[src/rtl/moore_seq_detector.sv]
// Programmable Moore serial pattern detector: matches the last len bits of a qualified stream against pat.
// z is registered, so it rises one clk after the completing bit; there is no backpressure and every valid bit is taken.
module moore_seq_detector #(
  parameter int PAT_W = 8,
  parameter int CNT_W = 8
) (
  input  logic                       clk,
  input  logic                       reset,
  input  logic                       cfg_load,
  input  logic [PAT_W-1:0]           cfg_pat,
  input  logic [$clog2(PAT_W+1)-1:0] cfg_len,
  input  logic                       cfg_ovl,
  input  logic                       x_valid,
  input  logic                       x,
  input  logic                       cnt_clr,
  output logic                       z,
  output logic [CNT_W-1:0]           match_cnt
);

  localparam int LEN_W = $clog2(PAT_W+1);
  localparam logic [LEN_W-1:0] LEN_MAX = LEN_W'(PAT_W);

  typedef enum logic [1:0] {IDLE, FILLING, ARMED, MATCH} state_t;

  state_t           state_q, state_d;
  logic [PAT_W-1:0] pat_q, pat_d;
  logic [LEN_W-1:0] len_q, len_d;
  logic             ovl_q, ovl_d;
  logic [PAT_W-1:0] hist_q, hist_d;
  logic [LEN_W-1:0] fill_q, fill_d;
  logic [CNT_W-1:0] cnt_q, cnt_d;

  logic [PAT_W-1:0] hist_n;
  logic [PAT_W-1:0] len_mask;
  logic [LEN_W-1:0] fill_n;
  logic             hit;

  function automatic state_t fill_state(input logic [LEN_W-1:0] f, input logic [LEN_W-1:0] l);
    if (f == '0)     return IDLE;
    else if (f == l) return ARMED;
    else             return FILLING;
  endfunction

  always_ff @(posedge clk) begin
    if (!reset) begin
      state_q <= IDLE;
      pat_q   <= '0;
      len_q   <= LEN_MAX;
      ovl_q   <= 1'b1;
      hist_q  <= '0;
      fill_q  <= '0;
      cnt_q   <= '0;
    end else begin
      state_q <= state_d;
      pat_q   <= pat_d;
      len_q   <= len_d;
      ovl_q   <= ovl_d;
      hist_q  <= hist_d;
      fill_q  <= fill_d;
      cnt_q   <= cnt_d;
    end
  end

  always_comb begin
    state_d  = state_q;
    pat_d    = pat_q;
    len_d    = len_q;
    ovl_d    = ovl_q;
    hist_d   = hist_q;
    fill_d   = fill_q;
    cnt_d    = cnt_q;
    len_mask = '0;

    for (int i = 0; i < PAT_W; i++) begin
      len_mask[i] = (LEN_W'(i) < len_q);
    end
    hist_n = {hist_q[PAT_W-2:0], x};
    fill_n = (fill_q >= len_q) ? len_q : fill_q + 1'b1;
    // Partial history never matches: the fill count must reach len first.
    hit    = x_valid && !cfg_load && (fill_n == len_q) &&
             (((hist_n ^ pat_q) & len_mask) == '0);

    if (cfg_load) begin
      pat_d   = cfg_pat;
      len_d   = (cfg_len == '0 || cfg_len > LEN_MAX) ? LEN_MAX : cfg_len;
      ovl_d   = cfg_ovl;
      hist_d  = '0;
      fill_d  = '0;
      state_d = IDLE;
    end else if (x_valid) begin
      hist_d  = hist_n;
      fill_d  = (hit && !ovl_q) ? '0 : fill_n;
      state_d = hit ? MATCH : fill_state(fill_n, len_q);
    end else begin
      state_d = fill_state(fill_q, len_q);
    end

    if (cnt_clr) begin
      cnt_d = '0;
    end else if (hit && (cnt_q != {CNT_W{1'b1}})) begin
      cnt_d = cnt_q + 1'b1;
    end
  end

  assign z         = (state_q == MATCH);
  assign match_cnt = cnt_q;

endmodule

[config.mk]
export PLATFORM = sky130hd
export DESIGN_NAME = moore_seq_detector
export DESIGN_NICKNAME = d
export VERILOG_FILES = /design/src/rtl/moore_seq_detector.sv
export SDC_FILE = /design/constraint.sdc
export NUM_CORES = 1
export LEC_CHECK = 0
export CORE_ASPECT_RATIO = 0.75
export CORE_UTILIZATION = 48
export CTS_CLUSTER_SIZE = 16
export DETAILED_ROUTE_END_ITERATION = 6
export GPL_TIMING_DRIVEN = 0
export PLACE_DENSITY = 0.72
export SYNTH_ARGS = -nofsm -noshare
export SYNTH_HDL_FRONTEND = slang
export SYNTH_SLANG_ARGS = --single-unit
[constraint.sdc]
create_clock -name clk -period 2.9 [get_ports clk]
set_input_delay 0.58 -clock clk [delete_from_list [all_inputs] [get_ports clk]]
set_output_delay 0.58 -clock clk [all_outputs]
set_load 0.005 [all_outputs]
==> summary.txt <==
Status
  – Outcome: finished, final reports clean

GRT
  – First-pass GRT wire length: 6530 um
  – Gr usage total: 20.8%
  – Vias in the first global route: 1394
  – GR Overflow Total: 0
  – Initial antenna violation count: 0
  – Largest net degree at the start of global routing: 12

Clocking
  – H-tree depth: 2
  – Clk root buf: clkbuf_8
  – CTS tree: built
  – Longest Clk Path Bufs: 2
  – Post CTS Setup Buffer Count: 0
  – Worst-path clk slew: 70 ps
  – Clock sink count: 34
  – CTS buffer count: 5
  – Clock latency on the worst-skew pair: 290 ps

Timing
  – Final Slew Violations: 0
  – Clock skew: 6.33 ps
  – Fin crit share: 95.3%
  – Final min period: 2760 ps
  – Worst Max-Slew Pin Slew: 641 ps
  – Slew HR: 57.3%
  – Achievable Freq: 362 MHz
  – Fin. Hold Viols: 0
  – Setup TNS: 0 ps
  – # setup viols final: 0

Synthesis
  – Syn_area_per_cell: 9.07 sq um
  – Sequential area share after synthesis: 36.1%
  – Syn nets: 234
  – Synth Flop Type: dfxtp_1
  – Mapped Area: 0.00189 sq mm
  – EDFF count, synth: 0
  – Yosys cell types: 44
  – Synthesis-stage register bit count: 34
  – Synth Instances: 208
  – Warnings, synthesis: 0
  – Async SR Flop Fraction: 0%

Cells and area
  – Fill cells: 340
  – Final net count: 267
  – Layout cells sized above 1: 7.85%
  – Fin area: 0.00232 sq mm
  – Commonest non-fill, non-tap cell in the layout: dfxtp_1
  – Area added between synthesis and finish: 22.9%
  – Commonest cells after routing, fill and taps aside: dfxtp_1 (34), clkdlybuf4s50_1 (26), mux2i_1 (19), nand2_1 (14), nor2_1 (14)
  – # diodes: 0

Power
  – Leak: 0.932 nW
  – Switching portion of total power: 26.4%
  – Pint: 0.757 mW
  – VDD IR max: 316 uV
  – Sequential fraction of design power: 48.1%
  – Comb power frac: 16.4%
  – Pwr dens: 443 mW/mm^2
  – Sw Pwr: 0.272 mW
  – Clk pwr share: 35.5%

Setup path
  – Max Fanout on Critical Path: 8
  – Arr. time, crit path: 2910 ps
  – R2R Setup Slk: 140 ps
  – Startpoint types: register
  – RR Startpoint: fill_q[1]
  – R2r endpoint: fill_q[1]
  – CP endpoint kind: register
  – Critical Path RT: 3050 ps
  – Reg2Reg Depth: 7
  – Critical setup path kind: reg -> reg

Floorplanning
  – Initial Util: 50.9%
  – Die ar.: 0.00419 sq mm
  – Boundary Pins: 28
  – Die Wd: 74.4 um
  – Cell Rows: 19
  – Die span in y: 56.3 um
  – Core Area: 0.00371 sq mm

Route
  – DR DRC count: 0
  – DR iter-0 viols: 86
  – Post-route ant nets: 0
  – Post-Route WL: 3900 um
  – Vias: 1588
  – Pre-antenna DRT Iters: 4
  – Vias per cell: 5.40
  – Wirelength per Cell: 13.3 um

Min path
  – Hold endpoint: ovl_q
  – Hold path depth: 2
  – HP Start: ovl_q
  – Hold Path Class: reg -> reg

Job
  – MaxCap Viol Count: 0

Place
  – Placer Congestion: 0.823
  – Area post-placement: 0.00221 sq mm
  – Detailed placer's ending HPWL: 2930 um
  – PortBufs: 26
[repair_timing]
| action | in CTS | in global routing |
|---|---|---|
| setup endpoints to repair | 0 | 8 |
| hold buffers | 0 | 0 |
| hold endpoints to repair | 0 | 0 |
| gates resized for setup | 0 | 1 |
[cell usage after synthesis (3+ instances only)]
master | instances | area, sq um
nor2_1 | 14 | 52.6
dfxtp_1 | 34 | 681
nand3_1 | 5 | 25.0
a41o_1 | 3 | 30.0
and3_1 | 5 | 31.3
o21ai_0 | 9 | 45.0
a21oi_1 | 6 | 30.0
a31oi_1 | 4 | 25.0
inv_1 | 9 | 33.8
nor3_1 | 5 | 25.0
xor2_1 | 7 | 61.3
xnor2_1 | 7 | 61.3
o22ai_1 | 3 | 18.8
nand2_1 | 14 | 52.6
ha_1 | 7 | 87.6
nand2b_1 | 4 | 25.0
and2_1 | 4 | 25.0
clkbuf_1 | 6 | 22.5
nor2b_1 | 13 | 81.3
mux2i_1 | 19 | 190
[power by group through the flow]
stage	sequential (mW)	combinational, mW	clock [mW]
2_1_floorplan	0.501	0.116	0
3_3_place_gp	0.505	0.162	0
3_5_place_dp	0.505	0.164	0
4_1_cts	0.494	0.164	0.378
5_1_grt	0.496	0.185	0.398
6_report	0.494	0.169	0.365
[cell type report]
cell class	count	area, sq um	area share (%)
sequential	34	681	29.4
multi-input combinational	157	1150	49.6
inverter	9	33.8	1.46
clock buffer	6	82.6	3.56
timing repair buffer	26	260	11.2
tap	52	65.1	2.81
buffer	8	32.5	1.40
clock inverter	2	12.5	0.540
[worst max-delay path by stage]
stage                endpoint  cells past startpoint  slack [ps]       from
floorplan           fill_q[3]                      8         540   len_q[1]
global placement    fill_q[1]                      7          20          x
detailed placement  fill_q[1]                      7           9          x
CTS                 fill_q[3]                      8          30   len_q[1]
global route        fill_q[3]                      8         -30   len_q[1]
finish              fill_q[1]                      7         140  fill_q[1]
[kinds of logic after synthesis]
family / Yosys count / share of synthesized area (%)
buf+inv: 17 / 3.51
xor+xnor: 14 / 6.50
compound gates: 43 / 17.8
simple gates: 72 / 20.2
flops: 34 / 36.1
mux: 21 / 11.3
fa+ha+maj: 7 / 4.64
[stage by stage]
| step | utilization, % | std cells | setup WS, ps | power (mW) | hold WS (ps) |
|---|---|---|---|---|---|
| after floorplan | - | 208 | 539 | 0.617 | 436 |
| after global placement | 59.6 | 286 | 21.7 | 0.666 | 486 |
| after detailed placement | 59.6 | 286 | 8.98 | 0.669 | 488 |
| after CTS | 62.2 | 294 | 27.6 | 1.04 | 506 |
| after global routing | 62.5 | 294 | -26.7 | 1.08 | 550 |
| final | 62.5 | 294 | 137 | 1.03 | 503 |
[critical path, cell delays in order (launching register included)]
cell and delay (ps):
dfxtp_1 450, ha_1 320, xor2_1 200, xnor2_1 160, nand4_2 210, a2111o_1 580
o21ai_0 520, o32ai_1 190
[layer usage]
layer  share of wire (%)  global-route usage, %  vias to the layer above
li1                    -                      -                      810
met1                  53                   30.3                      741
met2                  42                   28.8                       30
met3                 3.4                   5.39                        7
met4                 1.7                   8.09                        0
met5                   0                      0                        -
[flip-flops by register name (all words and copies together), names as in the netlist]
register / count
state_q: 2
match_cnt: 8
len_q: 4
pat_q: 8
ovl_q: 1
fill_q: 4
hist_q: 7
(Power assumes the default switching activity.)
